===== src/rtl/dsi_pkg.sv =====
// rtl/dsi_pkg.sv - shared lane-count default and distributor state encoding
package dsi_pkg;

    localparam int LANES_MAX_DEFAULT = 4;

    typedef enum logic [2:0] {
        ST_DISABLED = 3'd0,
        ST_IDLE     = 3'd1,
        ST_LOAD     = 3'd2,
        ST_START    = 3'd3,
        ST_SEND     = 3'd4,
        ST_DRAIN    = 3'd5
    } dsi_state_t;

endpackage


===== src/rtl/dsi_lanes_distributor.sv =====
// rtl/dsi_lanes_distributor.sv - splits upstream beats into per-lane bytes for DSI data lanes
module dsi_lanes_distributor
    import dsi_pkg::*;
#(
    parameter int LANES_MAX = LANES_MAX_DEFAULT
) (
    input  logic                   clk_sys,
    input  logic                   rst_n,
    input  logic                   lines_enable,
    input  logic [1:0]             lanes_number,
    input  logic                   in_valid,
    output logic                   in_ready,
    input  logic [8*LANES_MAX-1:0] in_data,
    input  logic                   in_last,
    input  logic                   in_lp,
    output logic                   lane_enable,
    output logic                   lane_mode_lp,
    output logic [LANES_MAX-1:0]   lane_start_rqst,
    output logic [LANES_MAX-1:0]   lane_fin_rqst,
    output logic [8*LANES_MAX-1:0] lane_data,
    input  logic [LANES_MAX-1:0]   lane_data_rqst,
    input  logic [LANES_MAX-1:0]   lane_active,
    output logic                   busy,
    output logic                   underflow_err,
    output logic                   sync_err
);

    dsi_state_t             state;
    logic [8*LANES_MAX-1:0] hold_data;
    logic                   hold_last;
    logic                   hold_valid;
    logic                   last_seen;
    logic [LANES_MAX-1:0]   mask;
    logic                   lp_mode;
    logic [LANES_MAX-1:0]   mask_next;
    logic                   send;
    logic                   consume;
    logic                   accept;
    logic                   shutdown;

    always_comb begin
        mask_next = '0;
        for (int i = 0; i < LANES_MAX; i++) begin
            mask_next[i] = (i <= int'(lanes_number));
        end
    end

    assign send     = (state == ST_SEND);
    assign consume  = send & lane_data_rqst[0] & hold_valid;
    // Losing the enable before SEND abandons the packet; SEND/DRAIN always complete.
    assign shutdown = !lines_enable &&
                      (state == ST_IDLE || state == ST_LOAD || state == ST_START);

    assign in_ready = (state == ST_LOAD || state == ST_START || state == ST_SEND) &&
                      (send || lines_enable) && !last_seen && (!hold_valid || consume);
    assign accept   = in_valid & in_ready;

    always_comb begin
        lane_data = '0;
        for (int i = 0; i < LANES_MAX; i++) begin
            if (send && hold_valid && mask[i]) begin
                lane_data[8*i +: 8] = hold_data[8*i +: 8];
            end
        end
    end

    assign lane_start_rqst = (state == ST_START) ? mask : '0;
    assign lane_fin_rqst   = (send && hold_valid && hold_last) ? mask : '0;
    assign lane_enable     = (state != ST_DISABLED);
    assign lane_mode_lp    = lp_mode;
    assign busy            = (state != ST_DISABLED) && (state != ST_IDLE);

    always_ff @(posedge clk_sys or negedge rst_n) begin
        if (!rst_n) begin
            state         <= ST_DISABLED;
            hold_data     <= '0;
            hold_last     <= 1'b0;
            hold_valid    <= 1'b0;
            last_seen     <= 1'b0;
            mask          <= '0;
            lp_mode       <= 1'b0;
            underflow_err <= 1'b0;
            sync_err      <= 1'b0;
        end else begin
            unique case (state)
                ST_DISABLED: if (lines_enable) begin
                    state         <= ST_IDLE;
                    underflow_err <= 1'b0;
                    sync_err      <= 1'b0;
                end
                ST_IDLE: begin
                    if (!lines_enable) begin
                        state <= ST_DISABLED;
                    end else if (in_valid) begin
                        state   <= ST_LOAD;
                        mask    <= mask_next;
                        lp_mode <= in_lp;
                    end
                end
                ST_LOAD: begin
                    if (!lines_enable) state <= ST_DISABLED;
                    else if (hold_valid) state <= ST_START;
                end
                ST_START: state <= lines_enable ? ST_SEND : ST_DISABLED;
                ST_SEND:  if (consume && hold_last) state <= ST_DRAIN;
                ST_DRAIN: if ((lane_active & mask) == '0) state <= ST_IDLE;
                default:  state <= ST_DISABLED;
            endcase

            if (shutdown || state == ST_IDLE) begin
                hold_valid <= 1'b0;
                last_seen  <= 1'b0;
            end else if (accept) begin
                hold_data  <= in_data;
                hold_last  <= in_last;
                hold_valid <= 1'b1;
                last_seen  <= last_seen | in_last;
            end else if (consume) begin
                hold_valid <= 1'b0;
            end

            if (send && lane_data_rqst[0] && !hold_valid) underflow_err <= 1'b1;
            if (send && ((lane_data_rqst & mask) != '0) && ((lane_data_rqst & mask) != mask)) begin
                sync_err <= 1'b1;
            end
        end
    end

endmodule


===== config.mk =====
export PLATFORM = sky130hd
export DESIGN_NAME = dsi_lanes_distributor
export DESIGN_NICKNAME = d
export VERILOG_FILES = /design/src/rtl/dsi_pkg.sv /design/src/rtl/dsi_lanes_distributor.sv
export SDC_FILE = /design/constraint.sdc
export NUM_CORES = 1
export LEC_CHECK = 0
export CORE_MARGIN = 2
export CORE_UTILIZATION = 47
export CTS_BUF_LIST = sky130_fd_sc_hd__clkbuf_4 sky130_fd_sc_hd__clkbuf_8 sky130_fd_sc_hd__clkbuf_16
export DETAILED_ROUTE_END_ITERATION = 10
export HOLD_SLACK_MARGIN = 0.08
export PLACE_DENSITY = 0.83
export SLEW_MARGIN = 15
export SYNTH_ARGS = -nofsm -noshare
export SYNTH_HDL_FRONTEND = slang
export SYNTH_SLANG_ARGS = --single-unit

===== constraint.sdc =====
create_clock -name clk_sys -period 3.05 [get_ports clk_sys]
set_input_delay 0.61 -clock clk_sys [delete_from_list [all_inputs] [get_ports clk_sys]]
set_output_delay 0.61 -clock clk_sys [all_outputs]
set_load 0.005 [all_outputs]

# --- Word level (Yosys, flattened, before mapping) ---
# Index checks and enable logic that the tools add are counted.
op_classes:
  n_lt_le_gt_ge: 3
  n_mux: 24
  n_bitwise: 7
  n_reduce_logical: 41
  eq_ne: 12
ops:
  columns: ["operator", "count"]
  rows:
  - ["8-bit 2-to-1 mux", 4]
  - ["3-bit 2-to-1 mux", 8]
  - ["3-bit one-hot mux with 6 select lines", 1]
  - ["1-bit logical AND", 16]
  - ["2-bit nonzero test", 5]
  - ["1-bit 2-to-1 mux", 9]
  - ["4-bit bitwise AND", 2]
  - ["4-bit 2-to-1 mux", 2]
  - ["1-bit logical OR", 7]
  - ["3-bit by 2-bit equality test with 1-bit output, second input constant", 2]
  - ["3-bit equality test, second input constant", 2]
  - ["3-bit != test, second input constant", 2]
  - ["2-bit AND reduction", 3]
  - ["3-bit nonzero test", 2]
  - ["5-bit AND reduction", 1]
  - ["2-bit <= comparator, first input constant", 2]
  - ["4-bit logical NOT", 1]
  - ["2-bit != test, second input constant", 2]
  - ["4-bit != test", 1]
  - ["4-bit nonzero test", 1]
  - ["1-bit bitwise AND", 3]
  - ["3-bit by 1-bit equality test with 1-bit output, second input constant", 1]
  - ["1-bit logical NOT", 3]
  - ["3-bit logical NOT", 1]
  - ["6 further kinds", 6]
totals:
  reg_bits: 45
  out_inout_bits: 46
  word_cells: 96

# --- Logic depth before layout (Yosys ltp) ---
logic_depth:
  word_depth: 9
  ltp_mapped: 6

# --- Worst setup path after synthesis ---
# OpenSTA, ideal clock, no wires.
synth_timing:
  kind: "reg-to-output"
  start: "reg state[1]"
  end: "out lane_data[0]"
  slack_ps: 965
  path_stages_with_launch: 7
  required_ps: 2440
  path_buffers: 3
  t_arrival_ps: 1475
  cell_sequence: "dfrtp_1 -> buf_2 -> nor2_1 -> and3_1 -> clkbuf_1 -> clkbuf_1 -> and3_1"
synth_via:
  elab_chain_cells: 4
synth_rtl:
  columns: ["item", "line_no", "rtl"]
  rows:
  - ["from (decl)", "dsi_lanes_distributor.sv:28", "dsi_state_t state;"]
  - ["from (signal assigned)", "dsi_lanes_distributor.sv:104", "ST_START: state <= lines_enable ? ST_SEND : ST_DISABLED;"]
  - ["3-bit equality test", "dsi_lanes_distributor.sv:48", "assign send = (state == ST_SEND);"]
  - ["1-bit logical AND (2 in a row)", "dsi_lanes_distributor.sv:61", "if (send && hold_valid && mask[i]) begin"]
  - ["8-bit 2-to-1 mux", "dsi_lanes_distributor.sv:61", null]
  - ["to (decl)", "dsi_lanes_distributor.sv:20", "output logic [8*LANES_MAX-1:0] lane_data,"]
# No other way between the ends.

# --- Worst setup path after layout ---
layout_timing:
  start: "reg state[0]"
  end: "out lane_data[12]"
# The elaborated chain is that of the path after synthesis.

==> flow_summary.toml <==
[layout]
multiInputGateArea_um2 = 1100
final_common_cell = "clkdlybuf4s50_1"
diodes = 0
final_cell_mix = "clkdlybuf4s50_1 (92), dfrtp_1 (45), and3_1 (38), mux2_4 (29), o21ai_0 (9)"
drive_gt1_share_pct = 19.1
syn2layout_area_growth_pct = 46.1
nets = 335
stdcell_count = 355
n_fill_cell = 354
ff_latch_area_um2 = 1130

[logic_synthesis]
synth_top_family_by_area = "multiplexers"
ys_seq_area_share_pct = 48.5
synthArstFlopShare_pct = 100
yosys-mux-area-fraction_pct = 21.2
synth_cell_types = 32
yosys_register_bits = 45
netlist_instances = 197
synth_xor_area_share_pct = 0
synth_edf_count = 0
netlist_area_um2 = 2320
yosysWarnings = 0
synthFlopType = "dfrtp_1"
synth_nets = 245
synthSimpleGateAreaFrac_pct = 18.5
synth_compound_gate_area_share_pct = 7.43
avgSynthCellArea_um2 = 11.8
synth_fa_ha_area_share_pct = 0

[clocking]
cts_tree = "yes"
cts.sinks = 45
path_clk_slew_ns = 0.09
cts-buffers-inserted = 5
cts_setup_buffers = 0
clockRootBuffer = "clkbuf_8"
clk_path_buf_depth = 2
insertion_delay_ns = 0.30
ctsHoldBuffers = 0
cts-htree-levels = 2

[power_and_ir_drop]
p_int_mw = 1.75
vdd_drop_max_uv = 381
p_sw_mw = 0.856
p_per_area_nw_per_um2 = 768
combPwrFrac_pct = 41.2
p_clk_share_pct = 14.4
power_frac_seq_pct = 44.4
p_leak_nw = 1.62
sw_frac_of_total_pct = 32.8
finalPower_mw = 2.61

[die]
die_area_um2 = 5520
core_area_um2 = 4750
initial_core_util_pct = 48.9
die_h_um = 74.3
die-width_um = 74.3
num_rows = 25
ios = 94

[worst_setup_path]
critPathLaunchType = "flop"
critical_path.max_fanout = 36
rr_worst_depth = 7
worst-endpoint-arrival_ns = 2.25
critical_path_class = "flop to output pin"
cp-end-kind = "output pin"
crit_required_ns = 2.44

[sta]
finalHoldViolCount = 0
fin_skew_ns = 0.00813
slew_viol_final = 0
rsz0062_at_grt = "false"
setup_tns_ns = 0
finalCritPeriodShare_pct = 93.7
finalCriticalPeriod_ns = 2.86
finalSetupViolations = 0
max_freq_mhz = 350
holdWs_ns = 0.475
tightest_slew_ns = 0.997
max_slew_margin_pct = 33.5

[global_route]
grt_pass1_vias = 1782
antenna_found_initial = 0
track_usage_pct = 21.1
grt_max_degree = 46
grt_pass1_wl_um = 8740
gr-total-overflow = 0

[route]
drtIter0Drc = 141
drt_first_pass_iters = 4
num_vias = 1879
drcViolationCount = 0
vias_per_cell = 5.29
wl_um = 5640
wire_per_inst_um = 15.9
ant_nets = 0

[run_status]
outcome = "finished, final reports clean"

[placement]
io_buffers = 93
place_congestion = 0.852
dp.cells = 347
dp_hpwl_um = 3900

[hold_path]
hp-class = "input pin to asynchronous set/reset pin"

[job]
cap_violations = 0
timing repair:
item / in CTS / in global routing
endpoints found under the hold margin: 0 / 0
endpoints found under the setup margin: 0 / 1
gates resized for setup: 0 / 1
metrics by stage:
stage                     cell area [um^2]  util, %  worst slack (ns)
after floorplan                       2320        -             0.965
after global placement                3300     69.4             0.328
after detailed placement              3300     69.4             0.302
after CTS                             3390     71.3             0.155
after global routing                  3390     71.4            0.0795
final                                 3390     71.4             0.191
cell families (layout without fill, tap and decap cells):
family	Yosys count	count (layout)
AO/OA/AOI/OAI	25	25
buffers and inverters	21	112
flip-flops	45	45
multiplexers	34	34
AND/OR/NAND/NOR	72	72
cell usage after synthesis (3+ instances only):
library cell  instances  share of area, %
a21oi_1               3              0.65
and3_1               38                10
buf_6                 3               1.5
clkbuf_1             10               1.6
dfrtp_1              45                48
inv_1                 6              0.97
mux2_2                5               2.4
mux2_4               29                19
nand2_1               8               1.3
nand3_1               4              0.86
nor2_1                4              0.65
nor2b_1               4               1.1
nor3_1                5               1.1
o21ai_0               9               1.9
o22ai_1               3              0.81
or2_2                 3              0.81
power by group through the flow:
stage	registers, mW	clock network (mW)	logic (mW)
global placement	1.14	0	1.05
global route	1.20	0.415	1.16
finish	1.16	0.375	1.07
CTS	1.15	0.388	1.08
detailed placement	1.16	0	1.08
floorplan	1.02	0	0.824
critical path, stage by stage, from the launching register on:
cell	delay, ns
dfrtp_1	0.50
nor2_2	0.23
and3_1	0.19
buf_4	0.30
and3_1	0.20
clkdlybuf4s50_1	0.52
layout make-up:
cell class | instances | area share [%]
Multi-Input combinational cell | 131 | 32.3
Tap cell | 67 | 2.47
Clock inverter | 3 | 0.627
Clock buffer | 5 | 2.03
Timing Repair Buffer | 98 | 28.8
Inverter | 6 | 0.663
Sequential cell | 45 | 33.2
sequential cells by signal (all words and copies together), names as in the netlist:
name	count
last_seen	1
hold_data	32
sync_err	1
underflow_err	1
lane_mode_lp	1
hold_last	1
hold_valid	1
state	3
mask	4
worst paths after layout:
path | start | to | slack [ns]
worst max-delay path | state[0]$_DFFE_PN0P_ | lane_data[12] | 0.19
worst min-delay path | rst_n | state[1]$_DFFE_PN0P_ | 0.47
worst max register to register | state[2]$_DFFE_PN0P_ | hold_last$_DFFE_PN0P_ | 1.06
worst min register to register | hold_data[8]$_DFFE_PN0P_ | hold_data[8]$_DFFE_PN0P_ | 0.51
max in group asynchronous | rst_n | hold_data[18]$_DFFE_PN0P_ | 1.96
min in group clk_sys | hold_data[8]$_DFFE_PN0P_ | hold_data[8]$_DFFE_PN0P_ | 0.51
per-layer routing:
metal / part of all wire [%] / track usage (%) / vias up
met2: 47 / 33.4 / 82
met4: 0.94 / 6.35 / 0
li1: - / - / 884
met5: 0 / 0 / -
met3: 7.9 / 5.69 / 5
met1: 45 / 28.6 / 908
No activity file was read; power rests on OpenSTA's default activity.
